==> config.mk <==
export PLATFORM = sky130hd
export DESIGN_NAME = seg_scan_reader
export DESIGN_NICKNAME = d
export VERILOG_FILES = /design/src/rtl/seg_scan_reader.sv
export SDC_FILE = /design/constraint.sdc
export NUM_CORES = 1
export LEC_CHECK = 0
export ABC_AREA = 1
export CAP_MARGIN = 20
export CORE_ASPECT_RATIO = 1.75
export CORE_MARGIN = 2
export CORE_UTILIZATION = 45
export DETAILED_ROUTE_END_ITERATION = 8
export PLACE_DENSITY = 0.67
export SYNTH_ARGS = -nofsm -noshare
export SYNTH_HDL_FRONTEND = slang
export SYNTH_SLANG_ARGS = --single-unit
==> constraint.sdc <==
create_clock -name clk -period 3.84 [get_ports clk]
set_clock_uncertainty 0.05 [all_clocks]
set_input_delay 0.96 -clock clk [delete_from_list [all_inputs] [get_ports clk]]
set_output_delay 0.96 -clock clk [all_outputs]
set_load 0.05 [all_outputs]
==> src/rtl/seg_scan_reader.sv <==
// Recovers BCD digits from a scanned 7-segment bus: sync, settle, decode, store per digit.
// Capture lands 3+STABLE_CYCLES edges after input change; frame_done one edge later; no backpressure.
module seg_scan_reader #(
  parameter int DIGITS        = 4,
  parameter int STABLE_CYCLES = 4
) (
  input  logic                  clk,
  input  logic                  rst,
  input  logic [6:0]            seg,
  input  logic [DIGITS-1:0]     dig_sel,
  output logic [4*DIGITS-1:0]   bcd,
  output logic [DIGITS-1:0]     digit_valid,
  output logic                  frame_done,
  output logic                  err
);

  localparam int SW = DIGITS + 7;
  localparam logic [7:0] SC    = 8'(STABLE_CYCLES);
  localparam logic [7:0] SC_M1 = 8'(STABLE_CYCLES - 1);

  logic [SW-1:0]     s1, s2, s3;
  logic [7:0]        cnt;
  logic [DIGITS-1:0] seen;
  logic [DIGITS-1:0] sel;
  logic [6:0]        pat;
  logic              stable, onehot, cap, known;
  logic [3:0]        dec;

  assign {sel, pat} = s2;
  assign stable     = (s2 == s3);
  assign onehot     = (sel != '0) && ((sel & (sel - DIGITS'(1))) == '0);
  // Fires only on the edge the counter reaches its last step, never while saturated.
  assign cap        = stable && (cnt == SC_M1) && onehot;

  always_comb begin
    known = 1'b1;
    dec   = 4'h0;
    case (pat)
      7'b0111111: dec = 4'd0;
      7'b0000110: dec = 4'd1;
      7'b1011011: dec = 4'd2;
      7'b1001111: dec = 4'd3;
      7'b1100110: dec = 4'd4;
      7'b1101101: dec = 4'd5;
      7'b1111101: dec = 4'd6;
      7'b0000111: dec = 4'd7;
      7'b1111111: dec = 4'd8;
      7'b1101111: dec = 4'd9;
      default:    known = 1'b0;
    endcase
  end

  always_ff @(posedge clk) begin
    if (rst) begin
      s1          <= '0;
      s2          <= '0;
      s3          <= '0;
      cnt         <= '0;
      seen        <= '0;
      bcd         <= '0;
      digit_valid <= '0;
      frame_done  <= 1'b0;
      err         <= 1'b0;
    end else begin
      s1 <= {dig_sel, seg};
      s2 <= s1;
      s3 <= s2;

      if (!stable)
        cnt <= '0;
      else if (cnt < SC)
        cnt <= cnt + 8'd1;

      err        <= cap && !known;
      frame_done <= &seen;

      if (cap) begin
        for (int i = 0; i < DIGITS; i++) begin
          if (sel[i]) begin
            bcd[4*i +: 4]  <= known ? dec : 4'hF;
            digit_valid[i] <= known;
          end
        end
      end

      // A capture landing on the clearing edge opens the next frame.
      if (&seen)
        seen <= cap ? sel : '0;
      else if (cap)
        seen <= seen | sel;
    end
  end

endmodule

==> out/metrics.csv <==
metric;value;unit
status;completed;
cap_violations;0;
hold_buffers;0;
dr.pass1.iters;4;
viasPerCell;4.37;
htreeDepth;3;
cp-startpoint;digit_valid[0];
irDropWorstVdd;0.355;mV
clkTransAtPathRegs;0.07;ns
hold_start;s1[3];
grt_pass1_wl;8.58;mm
ys_async_sr_fraction;0;%
cts_setup_buffers;0;
hpwl;3.49;mm
cts_tree;built;
dr.first_iter.drc_count;96;
relSlewSlack;56.9;%
syn_area_per_cell;7.03;µm²
leakagePower;1.61;nW
cts_buffers;9;
cpMaxStageDelayCell;clkdlybuf4s50_1;
rsz0062_at_grt;false;
drc_errors;0;
ys.flop_type;dfxtp_1;
slew_violations;0;
core-area;6180;µm²
die-width;64.1;µm
clock_sinks;67;
netlist_instances;405;
path_depth;1;
crit_buf_inv;1;
required;2.83;ns
gp_congestion;0.726;
tightest_slew;0.647;ns
numPortBuffers;34;
startpoint_type;flop;
fillers;608;
crit_path_max_incr_delay;0.81;ns
fmax;402;MHz
clockBufferDepth;2;
finalNonFillerCells;526;
clock-root-buffer;clkbuf_8;
cts-resized-gates;0;
path_cells;clkdlybuf4s50_1;
timing.rr.end;bcd[14];
dp.cells;510;
worstReg2RegStart;s2[10];
fp.dieH;109;µm
crit_path_end_kind;output pin;
grt_usage;15.6;%
power.density;431;nW/µm²
n_antenna_cell;0;
synth_top_area_share;47.1;%
cp_top_family;buffers and inverters;
worstHoldPathCells;2;
vias;2301;
min_period_over_period;64.8;%
syn2layout_area_growth;22.0;%
fin_crit;2.49;ns
timing.setup.tns;0;ns
critPathArrivalTime;1.48;ns
hold_viol_final;0;
min_to;s2[3];
yosys_warnings;0;
nNetsFinal;455;
std_cell_rows;38;
yosys.area.top_type;dfxtp_1;
dieArea;7010;µm²
hp-class;reg2reg;
netlist_top_cells_area;dfxtp_1, nand2_1, nor2_1;
synth-edff-count;0;
path_class;reg2out;
synth_seq_cells;67;
critPathMaxFanout;2;
drt-wirelength-per-cell;9.05;µm
seq_area_frac_synth;47.1;%
grt_pass1_vias;2118;
routed_wl;4.76;mm
insertion_delay;0.33;ns
grt_max_degree;39;
drtAntennaViolNets;0;
layout-drive-gt1-share;7.17;%
syn_nets;419;
rrSetupSlack;2.08;ns
netlist_area;2850;µm²
top_level_ports;35;
initial_core_util;46.1;%
yosysUniqueCellTypes;26;
r2r_cells;10;
antenna_found_initial;0;
grt.overflow.total;0;
setup_viol;0;
==> metal layers <==
| layer | vias up | routed length [µm] | GRT usage (%) |
|---|---|---|---|
| met5 | - | 0 | 0 |
| li1 | 1261 | - | - |
| met4 | 0 | 117 | 9.42 |
| met3 | 11 | 166 | 2.48 |
| met1 | 989 | 1950 | 15.6 |
| met2 | 40 | 2530 | 29.7 |
==> kinds of logic after synthesis <==
logic type / count (synthesis) / share of synthesized area [%]
flip-flops: 67 / 47.1
adder cells (fa/ha/maj): 1 / 0.439
buffers and inverters: 79 / 11.3
AO/OA/AOI/OAI: 9 / 1.58
XOR/XNOR: 5 / 1.54
AND/OR/NAND/NOR: 244 / 38.0
==> through the flow <==
step	area [µm²]	hold WS, ns	setup WS (ns)	utilization [%]	power [W]
2_1_floorplan	2850	0.338	2.09	-	0.000804
3_3_place_gp	3230	0.339	1.34	52.3	0.000824
3_5_place_dp	3230	0.344	1.32	52.3	0.000827
4_1_cts	3470	0.354	1.32	56.2	0.00152
5_1_grt	3470	0.375	1.32	56.2	0.00156
6_report	3470	0.354	1.35	56.2	0.00150
==> power by group <==
group | internal [W] | total, W | leakage, nW | switching [W]
registers | 0.000709 | 0.000721 | 0.545 | 0.0000121
clock network | 0.000430 | 0.000688 | 0.119 | 0.000258
logic | 0.0000335 | 0.0000875 | 0.944 | 0.0000540
total | 0.00117 | 0.00150 | 1.61 | 0.000324
==> state kept, by name, indices dropped and copies added, names as in the netlist <==
name / count
bcd: 16
cnt: 8
digit_valid: 4
err: 1
frame_done: 1
s1: 11
s2: 11
s3: 11
seen: 4
==> worst register-to-register path: stages, from the launching register on <==
cell,delay [ns]
dfxtp_1,0.50
clkinv_1,0.15
nand2_1,0.11
nand2_1,0.06
nand2_2,0.08
nand2_4,0.07
nor2_8,0.17
nand4_4,0.22
nand2_1,0.11
nand2_1,0.05
nor2_1,0.13
==> worst max-delay path by stage <==
stage / end / slack [ns]
detailed placement: cnt[1] / 1.32
global route: bcd[12] / 1.32
finish: digit_valid[0] / 1.35
floorplan: s1[0] / 2.09
global placement: cnt[1] / 1.34
CTS: digit_valid[0] / 1.32
==> area by class of cell <==
| cell class | count | area, µm² | area share (%) |
|---|---|---|---|
| clock buffers | 9 | 124 | 3.57 |
| clock inverters | 7 | 116 | 3.35 |
| inverters | 69 | 259 | 7.46 |
| multi-input cells | 259 | 1180 | 34.1 |
| flip-flops and latches | 67 | 1340 | 38.6 |
| well taps | 80 | 100 | 2.88 |
| repair buffers | 35 | 348 | 10.0 |
==> Yosys cell counts (2+ instances only) <==
cell type,count
dfxtp_1,67
nand3_1,8
nor2_1,99
nor2_8,2
inv_1,64
buf_4,2
nand4_4,4
nand4_1,9
buf_6,2
xnor2_1,4
o21ai_0,2
inv_2,4
nor3_1,3
clkbuf_1,4
buf_2,2
a21oi_1,7
nand2_1,113
==> layout by cell type, fill, tap and decap left out, types with 2 or more instances in the layout <==
cell type,instances
nand2_1,113
xnor2_1,4
nor3_1,3
bufinv_16,3
inv_2,4
nor2_8,2
nand3_1,8
nand4_4,4
nand4_1,9
clkdlybuf4s50_1,34
clkbuf_8,9
dfxtp_1,67
inv_1,64
a21oi_1,7
nor2_1,99
o21ai_0,2
clkinv_2,2
Power figures use the tool's default switching activity.
